===== config.mk =====
export PLATFORM = sky130hd
export DESIGN_NAME = spike_rate_decoder_flat
export DESIGN_NICKNAME = d
export VERILOG_FILES = /design/src/rtl/spike_rate_decoder_if.sv /design/src/rtl/spike_rate_decoder.sv /design/src/flat_wrapper.sv
export SDC_FILE = /design/constraint.sdc
export NUM_CORES = 1
export LEC_CHECK = 0
export CELL_PAD_IN_SITES_DETAIL_PLACEMENT = 1
export CELL_PAD_IN_SITES_GLOBAL_PLACEMENT = 1
export CORE_MARGIN = 2
export CORE_UTILIZATION = 45
export DETAILED_ROUTE_END_ITERATION = 10
export DONT_BUFFER_PORTS = 1
export HOLD_SLACK_MARGIN = 0.15
export PLACE_DENSITY = 0.76
export SLEW_MARGIN = 25
export SYNTH_ARGS = -nofsm -noshare
export SYNTH_HDL_FRONTEND = slang
export SYNTH_SLANG_ARGS = --single-unit

===== constraint.sdc =====
create_clock -name clk -period 4.9 [get_ports clk]
set_clock_uncertainty 0.15 [all_clocks]
set_input_delay 0.49 -clock clk [delete_from_list [all_inputs] [get_ports clk]]
set_output_delay 0.49 -clock clk [all_outputs]
set_load 0.02 [all_outputs]

===== src/rtl/spike_rate_decoder_if.sv =====
// spike_rate_decoder_if: one-channel-per-beat rate readout stream
interface spike_rate_decoder_if;
    logic       out_valid;
    logic       out_ready;
    logic [2:0] out_ch;
    logic [7:0] out_rate;
    logic       out_last;
    modport master (output out_valid, out_ch, out_rate, out_last, input out_ready);
    modport slave  (input out_valid, out_ch, out_rate, out_last, output out_ready);
endinterface


===== src/rtl/spike_rate_decoder.sv =====
// spike_rate_decoder: windowed per-channel spike counting with double-buffered snapshot drain
module spike_rate_decoder (
    input  logic                        clk,
    input  logic                        rst,
    input  logic [7:0]                  i_spike_in,
    input  logic                        i_spike_valid,
    input  logic [7:0]                  i_window,
    spike_rate_decoder_if.master        o_beat,
    output logic                        o_overrun
);
    typedef enum logic {IDLE, DRAIN} state_t;
    state_t      r_state, w_next;
    logic [7:0]  r_acc [8];
    logic [7:0]  r_snap [8];
    logic [7:0]  w_sum [8];
    logic [8:0]  r_samp, r_win, w_win;
    logic [2:0]  r_idx;
    logic        r_overrun;
    logic        w_drain, w_hs, w_fin, w_wend, w_load;
    always_comb begin
        for (int i = 0; i < 8; i++)
            w_sum[i] = (&r_acc[i]) ? r_acc[i] : r_acc[i] + {7'd0, i_spike_in[i]};
    end
    assign w_win   = {i_window == 8'd0, i_window};
    assign w_wend  = i_spike_valid && (r_samp == r_win - 9'd1);
    assign w_drain = r_state == DRAIN;
    assign w_hs    = w_drain && o_beat.out_ready;
    assign w_fin   = w_hs && (r_idx == 3'd7);
    // a window closing on the final handshake is not a collision
    assign w_load  = w_wend && (!w_drain || w_fin);
    assign o_overrun = r_overrun;
    always_comb begin
        w_next           = w_load ? DRAIN : (w_fin ? IDLE : r_state);
        o_beat.out_valid = w_drain;
        o_beat.out_ch    = r_idx;
        o_beat.out_rate  = r_snap[r_idx];
        o_beat.out_last  = w_drain && (&r_idx);
    end
    always_ff @(posedge clk) begin
        if (rst) begin
            r_state   <= IDLE;
            r_idx     <= 3'd0;
            r_samp    <= 9'd0;
            r_win     <= w_win;
            r_overrun <= 1'b0;
            for (int i = 0; i < 8; i++) begin
                r_acc[i]  <= 8'd0;
                r_snap[i] <= 8'd0;
            end
        end else begin
            r_state <= w_next;
            if (w_load)
                r_idx <= 3'd0;
            else if (w_hs)
                r_idx <= r_idx + 3'd1;
            if (w_wend && !w_load)
                r_overrun <= 1'b1;
            if (i_spike_valid) begin
                r_samp <= w_wend ? 9'd0 : r_samp + 9'd1;
                for (int i = 0; i < 8; i++)
                    r_acc[i] <= w_wend ? 8'd0 : w_sum[i];
            end
            if (w_wend)
                r_win <= w_win;
            if (w_load)
                for (int i = 0; i < 8; i++)
                    r_snap[i] <= w_sum[i];
        end
    end
endmodule


===== src/flat_wrapper.sv =====
// flat-port wrapper written by rule: the top's interface ports become plain ports
module spike_rate_decoder_flat 
  (clk, rst, i_spike_in, i_spike_valid, i_window, o_overrun, o_beat_out_valid, o_beat_out_ch, o_beat_out_rate, o_beat_out_last, o_beat_out_ready);
  spike_rate_decoder_if o_beat_i ();
  input  logic clk;
  input  logic rst;
  input  logic [7:0] i_spike_in;
  input  logic i_spike_valid;
  input  logic [7:0] i_window;
  output logic o_overrun;
  output wire logic [$bits(o_beat_i.out_valid)-1:0] o_beat_out_valid;
  output wire logic [$bits(o_beat_i.out_ch)-1:0] o_beat_out_ch;
  output wire logic [$bits(o_beat_i.out_rate)-1:0] o_beat_out_rate;
  output wire logic [$bits(o_beat_i.out_last)-1:0] o_beat_out_last;
  input wire logic [$bits(o_beat_i.out_ready)-1:0] o_beat_out_ready;
  assign o_beat_out_valid = o_beat_i.out_valid;
  assign o_beat_out_ch = o_beat_i.out_ch;
  assign o_beat_out_rate = o_beat_i.out_rate;
  assign o_beat_out_last = o_beat_i.out_last;
  assign o_beat_i.out_ready = o_beat_out_ready;
  spike_rate_decoder u_core (.clk(clk), .rst(rst), .i_spike_in(i_spike_in), .i_spike_valid(i_spike_valid), .i_window(i_window), .o_beat(o_beat_i), .o_overrun(o_overrun));
endmodule

==> run metrics, run 1 <==
status completed; total track usage 21.2%; final instance area 8570 um^2; die area 18100 um^2; Vias/cell 5.81; fin crit period 3.92 ns; total global routing overflow 0; top_reg_cell synth edfxtp_1; Final HPWL DP 12.3 mm; first-pass GRT wire length 29.6 mm; Synth Cell Area 7690 um^2; Final Hold Vio Count 0; Final setup viols 0; clock-pin slew on the worst setup and hold paths 0.06 ns; Async SR Flop Fraction 0%; CTS tree yes; footprint of the multi-input gates 3070 um^2; crit path DAT 3.89 ns; max-cap violation count 0; fin crit share 80.1%; top-count cell post-synth edfxtp_1; Via Count 5222; Rows 47; Post-Syn Area per Cell 11.6 um^2; sequential cell area 4460 um^2; worst hold margin 0.170 ns; htree depth 4; final setup TNS 0 ns; antenna viol nets, final 0; Worst Hold Depth 2; FMAX 255 MHz; DRT Wirelength 18.2 mm; Syn Inst Count 662; critical path launch point type flop; area leader, netlist edfxtp_1; final net count 707; Die W 135 um; Placed Instance Area 7890 um^2; worst endpoint required time 4.87 ns; Die Ht 135 um; CTS Root Cell clkbuf_16; Max rail drop VDD 0.265 mV; IO Port Bufs 0; final core occ 51.5%; register area share after synthesis 57.9%; starting DRC count in detailed routing 309; Initial Utilization 46.2%; fill cell count 1743; worst-path fanout max 33; PD cells 357 nW/um^2; io pins 34; # DRC 0; share of cells above drive strength 1 14.3%; Synth Register Bits 154; initial antenna violation count 0; Synth area leaders edfxtp_1, mux4_2, dfxtp_1, nor2_1, nor3_1; critical path type reg2reg; total core area 16600 um^2; final setup margin 0.975 ns; RD Place Congestion 0.856; Synth warnings 0; setup repair bufs after CTS 0; largest net degree at the start of global routing 49; Net Count, Synth 702; top-area cell type share of the netlist area 53.5%; R2R cell count 9; static leakage 2.99 nW; slew margin rel. 42.3%; Antenna diodes 0; pre-CTS setup slack 1.06 ns; max-slew violations 0; Hold Path Class in2reg; CTS Buffer Depth 2; Inserted Clock Buffers 17; drt pass-1 iters 5; P&R area growth vs syn 11.5%; Routed wire per std cell 20.3 um; commonest cells in the netlist edfxtp_1, nor2_1, nor3_1; sinks on the clock net 154; Worst-Skew Late Latency 0.42 ns; number of flops mapped to enable cells by yosys 137; count of different cell masters after synthesis 48; vias in the first global route 5603; slew of the pin with the lowest slew margin 0.865 ns; Crit. End Element flop; unrepaired setup endpoints after global routing false
cell families after synthesis:
group	synth area share (%)
fa+ha+maj	3.26
compound gates	4.48
mux	7.16
buf+inv	2.20
xor+xnor	4.10
simple gates	20.9
flops	57.9
what timing repair did:
| item | CTS | global route |
|---|---|---|
| hold buffers | 11 | 0 |
| resized for setup | 0 | 0 |
| endpoints found under the hold margin | 42 | 0 |
final cells by class:
type                       instances  area share, %
multi-input combinational        469           35.8
inverter                           9          0.394
clock buffer                      17           4.96
sequential                       154           52.0
clock inverter                    14           1.82
timing repair buffer              16           1.81
tap                              220           3.21
registers in the layout (all words and copies together) (netlist names), named ones only:
register / count
u_core.o_beat.out_ch: 3
u_core.r_win: 9
u_core.r_acc: 64
u_core.o_overrun: 1
u_core.r_snap: 64
u_core.r_samp: 9
u_core.o_beat.out_valid: 1
where the power goes:
part           total [mW]  internal, mW  switching, mW
logic               0.196        0.0739          0.122
clock network        1.30         0.789          0.513
registers            1.57          1.51         0.0583
per-layer routing:
metal / share of wire [%] / routed length (um) / track usage (%) / vias to the layer above
met5: 0 / 0 / 0 / -
met2: 52 / 9540 / 37.4 / 106
met3: 2.7 / 486 / 3.57 / 27
li1: - / - / - / 2453
met1: 43 / 7830 / 26.2 / 2636
met4: 2.0 / 360 / 7.78 / 0
final timing paths:
path	start	end	slack, ns
worst max-delay path	u_core.r_win[0]$_DFFE_PP_	u_core.r_snap[7][4]$_SDFFCE_PP0P_	0.98
worst min-delay path	i_spike_valid	u_core.r_samp[1]$_SDFFE_PP0P_	0.17
worst max register to register	u_core.r_win[0]$_DFFE_PP_	u_core.r_snap[7][4]$_SDFFCE_PP0P_	0.98
worst min register to register	u_core.r_samp[8]$_SDFFE_PP0P_	u_core.r_samp[8]$_SDFFE_PP0P_	0.42
stage by stage:
step | std cells | power [mW]
floorplan | 662 | 1.71
global placement | 857 | 1.76
detailed placement | 857 | 1.77
CTS | 899 | 3.09
global route | 899 | 3.16
finish | 899 | 3.06
worst max-delay path, cell delays in order, from the launching register on:
cell and delay [ns]:
edfxtp_1 0.47, inv_1 0.09, ha_1 0.34, o21ai_0 0.23, nor3b_1 0.31, o31ai_1 0.14
o221a_2 0.35, nor3_1 0.51, a21o_2 0.72, buf_12 0.29
layout by cell type, fill, tap and decap left out, drive strengths merged, types with 4 or more instances in the layout:
cell and count:
xnor2 17, buf 6, or2 11, nand3 42, edfxtp 137, nand4 9
ha 20, dfxtp 17, a21oi 18, xor2 19, mux2i 10, nor2 110
mux4 16, o21ai 15, mux2 8, inv 9, nand2 39, nor2b 11
and3 8, dlygate4sd3 10, a211oi 4, clkinvlp 6, nor3b 4, clkinv 5
a31oi 4, nand2b 8, clkbuf 17, nor3 68
Note: power is estimated with default switching activity, not from simulation.
==> run 2: changes to the inputs <==
==> constraint.sdc (replaced) <==
create_clock -name clk -period 3.83 [get_ports clk]
set_clock_uncertainty 0.15 [all_clocks]
set_input_delay 0.383 -clock clk [delete_from_list [all_inputs] [get_ports clk]]
set_output_delay 0.383 -clock clk [all_outputs]
set_load 0.02 [all_outputs]
==> run 2 against run 1 <==
Against the previous run:
- largest power group unchanged
- setup slack got worse by 0.52 ns
- clock power increased by 34%
- first-iteration DRC count increased by 8.4%
- sequential power increased by 27%
- flip-flop and latch count unchanged
- die area unchanged
- global-route usage decreased by 0.11 points
- power increased by 31%
- core utilization increased by 0.55 points
- critical endpoint is now u_core.r_snap[3][6]$_SDFFCE_PN0P_
- combinational power increased by 31%
==> run metrics, run 2 (synthesis gave the netlist of run 1 again) <==
status completed; critical path launch point type flop; sequential cell area 4450 um^2 (about the same); max-slew violations 0 (unchanged); Final setup viols 0 (unchanged); R2R Path Start u_core.r_win[0]$_DFFE_PP_; first-pass GRT wire length 29.2 mm (-1.3%); htree depth 4 (unchanged); worst endpoint required time 3.77 ns (-1.10 ns); Final Hold Vio Count 0 (unchanged); max-cap violation count 0 (unchanged); worst hold path startpoint i_spike_in[5]; Comb pwr share 6.4% (about the same); io pins 34 (unchanged); die area 18100 um^2 (unchanged); CTS Root Cell clkbuf_16; Vias/cell 5.76 (-0.77%); Via Count 5199 (-0.44%); initial antenna violation count 0 (unchanged); total core area 16600 um^2 (unchanged); vias in the first global route 5397 (-3.7%); total global routing overflow 0 (unchanged); share of cells above drive strength 1 14.2% (-0.063 points); drt pass-1 iters 4 (-1); IO Port Bufs 0 (unchanged); total track usage 21.1% (-0.11 points); switching share of total power 21.9% (-0.69 points); Psw 0.878 mW (+27%); Antenna diodes 0 (unchanged); P&R area growth vs syn 12.7%; final setup margin 0.455 ns (-0.521 ns); Die Ht 135 um (unchanged); sinks on the clock net 154 (unchanged); worst-path fanout max 64 (+94%); largest registers u_core.r_acc: 64 flops, u_core.r_snap: 64 flops; RD Place Congestion 0.827 (-3.4%); clock-pin slew on the worst setup and hold paths 0.06 ns (about the same); final instance area 8660 um^2 (+1.1%); slew of the pin with the lowest slew margin 0.885 ns (+0.0197 ns); sequential power share 50.0% (-1.1 points); footprint of the multi-input gates 3070 um^2 (unchanged); PD cells 462 nW/um^2 (+29%); critical path type reg2reg; largest net degree at the start of global routing 73 (+49%); Hold Path Class in2reg; fin crit period 3.38 ns (-0.549 ns); Final HPWL DP 12.3 mm (about the same); slew margin rel. 41.0% (-1.3 points); FMAX 296 MHz (+16%); # DRC 0 (unchanged); Routed wire per std cell 19.8 um (-2.3%); Rows 47 (unchanged); crit path from u_core.r_win[0]$_DFFE_PP_; CTS Buffer Depth 2 (unchanged); unrepaired setup endpoints after global routing false; final net count 709 (+0.28%); clock share of power 43.6% (+1.1 points); fill cell count 1709 (-2.0%); Crit. End Element flop; most common cell after layout, fill and taps aside edfxtp_1; starting DRC count in detailed routing 335 (+8.4%); commonest non-fill, non-tap cells in the layout edfxtp_1, nor2_1, nor3_1; Placed Instance Area 7900 um^2 (+0.14%); antenna viol nets, final 0 (unchanged); Power Internal 3.12 mW (+32%); Die W 135 um (unchanged); Inserted Clock Buffers 17 (unchanged); static leakage 3.06 nW (+2.3%); fin crit share 88.1% (+8.0 points); final setup TNS 0 ns (unchanged); Max rail drop VDD 0.316 mV (+19%); Initial Utilization 46.2% (unchanged); Worst-Skew Late Latency 0.42 ns (about the same); worst hold margin 0.187 ns (+0.0168 ns); pre-CTS setup slack 0.490 ns (-0.568 ns); crit path DAT 3.31 ns (-0.58 ns); DRT Wirelength 17.8 mm (-2.0%); CTS tree yes
## run 2: power by group through the flow
stage / logic [mW] / clock network, mW / registers [mW]
2_1_floorplan: 0.178 / 0 / 2.01
3_3_place_gp: 0.223 / 0 / 2.03
3_5_place_dp: 0.237 / 0 / 2.03
4_1_cts: 0.260 / 1.78 / 2.00
5_1_grt: 0.284 / 1.83 / 2.01
6_report: 0.256 / 1.74 / 2.00
## run 2: stage by stage
step / std cells / total power, mW / utilization (%)
floorplan: 662 / 2.19 / -
global placement: 857 / 2.25 / 47.5
detailed placement: 857 / 2.27 / 47.5
CTS: 902 / 4.04 / 52.1
global route: 902 / 4.13 / 52.1
finish: 902 / 4.00 / 52.1
## run 2: worst max-delay path, stage by stage, from the launching register on
cell and delay [ns]:
edfxtp_1 0.47, inv_1 0.10, ha_1 0.35, o21ai_0 0.22, nor3b_1 0.27, o31ai_1 0.12
o221a_2 0.35, nor3_1 0.45, a21o_2 0.23, buf_12 0.30
## run 2: layer usage
layer	vias up	global-route usage [%]	part of all wire, %
li1	2452	-	-
met1	2615	26.3	42
met2	99	36.3	52
met3	33	3.72	3.3
met4	0	8.77	2.6
met5	-	0	0
## run 2: path summary, 6_finish.rpt
| kind | endpoint | slack, ns | cells after the start |
|---|---|---|---|
| setup / recovery | u_core.r_snap[3][6]$_SDFFCE_PN0P_ | 0.45 | 9 |
| hold reg to reg | u_core.r_samp[8]$_SDFFE_PP0P_ | 0.45 | 2 |
| hold / removal | u_core.r_snap[5][0]$_SDFFCE_PN0P_ | 0.19 | 3 |
| setup reg to reg | u_core.r_snap[3][6]$_SDFFCE_PN0P_ | 0.45 | 9 |
## run 2: timing repair
action                    in CTS  in global routing
hold buffers                  13                  0
buffers inserted               0                  0
gates resized for setup        0                  0
hold endpoints to repair      54                  0
## run 2: cell type report
type                    count  share of cell area [%]
clock inverters             4                   0.534
clock buffers              28                    6.70
inverters                   9                   0.390
well taps                 220                    3.18
flip-flops and latches    154                    51.4
multi-input cells         469                    35.5
repair buffers             18                    2.34
==> run 3: changes to the inputs <==
--- a/config.mk
+++ b/config.mk
@@ -13,6 +13,7 @@
 export DONT_BUFFER_PORTS = 1
 export HOLD_SLACK_MARGIN = 0.15
 export PLACE_DENSITY = 0.76
+export SETUP_SLACK_MARGIN = 0.1
 export SLEW_MARGIN = 25
 export SYNTH_ARGS = -nofsm -noshare
 export SYNTH_HDL_FRONTEND = slang
==> results of run 3 <==
No change in the layout: final DEF, timing and power equal those of run 2.
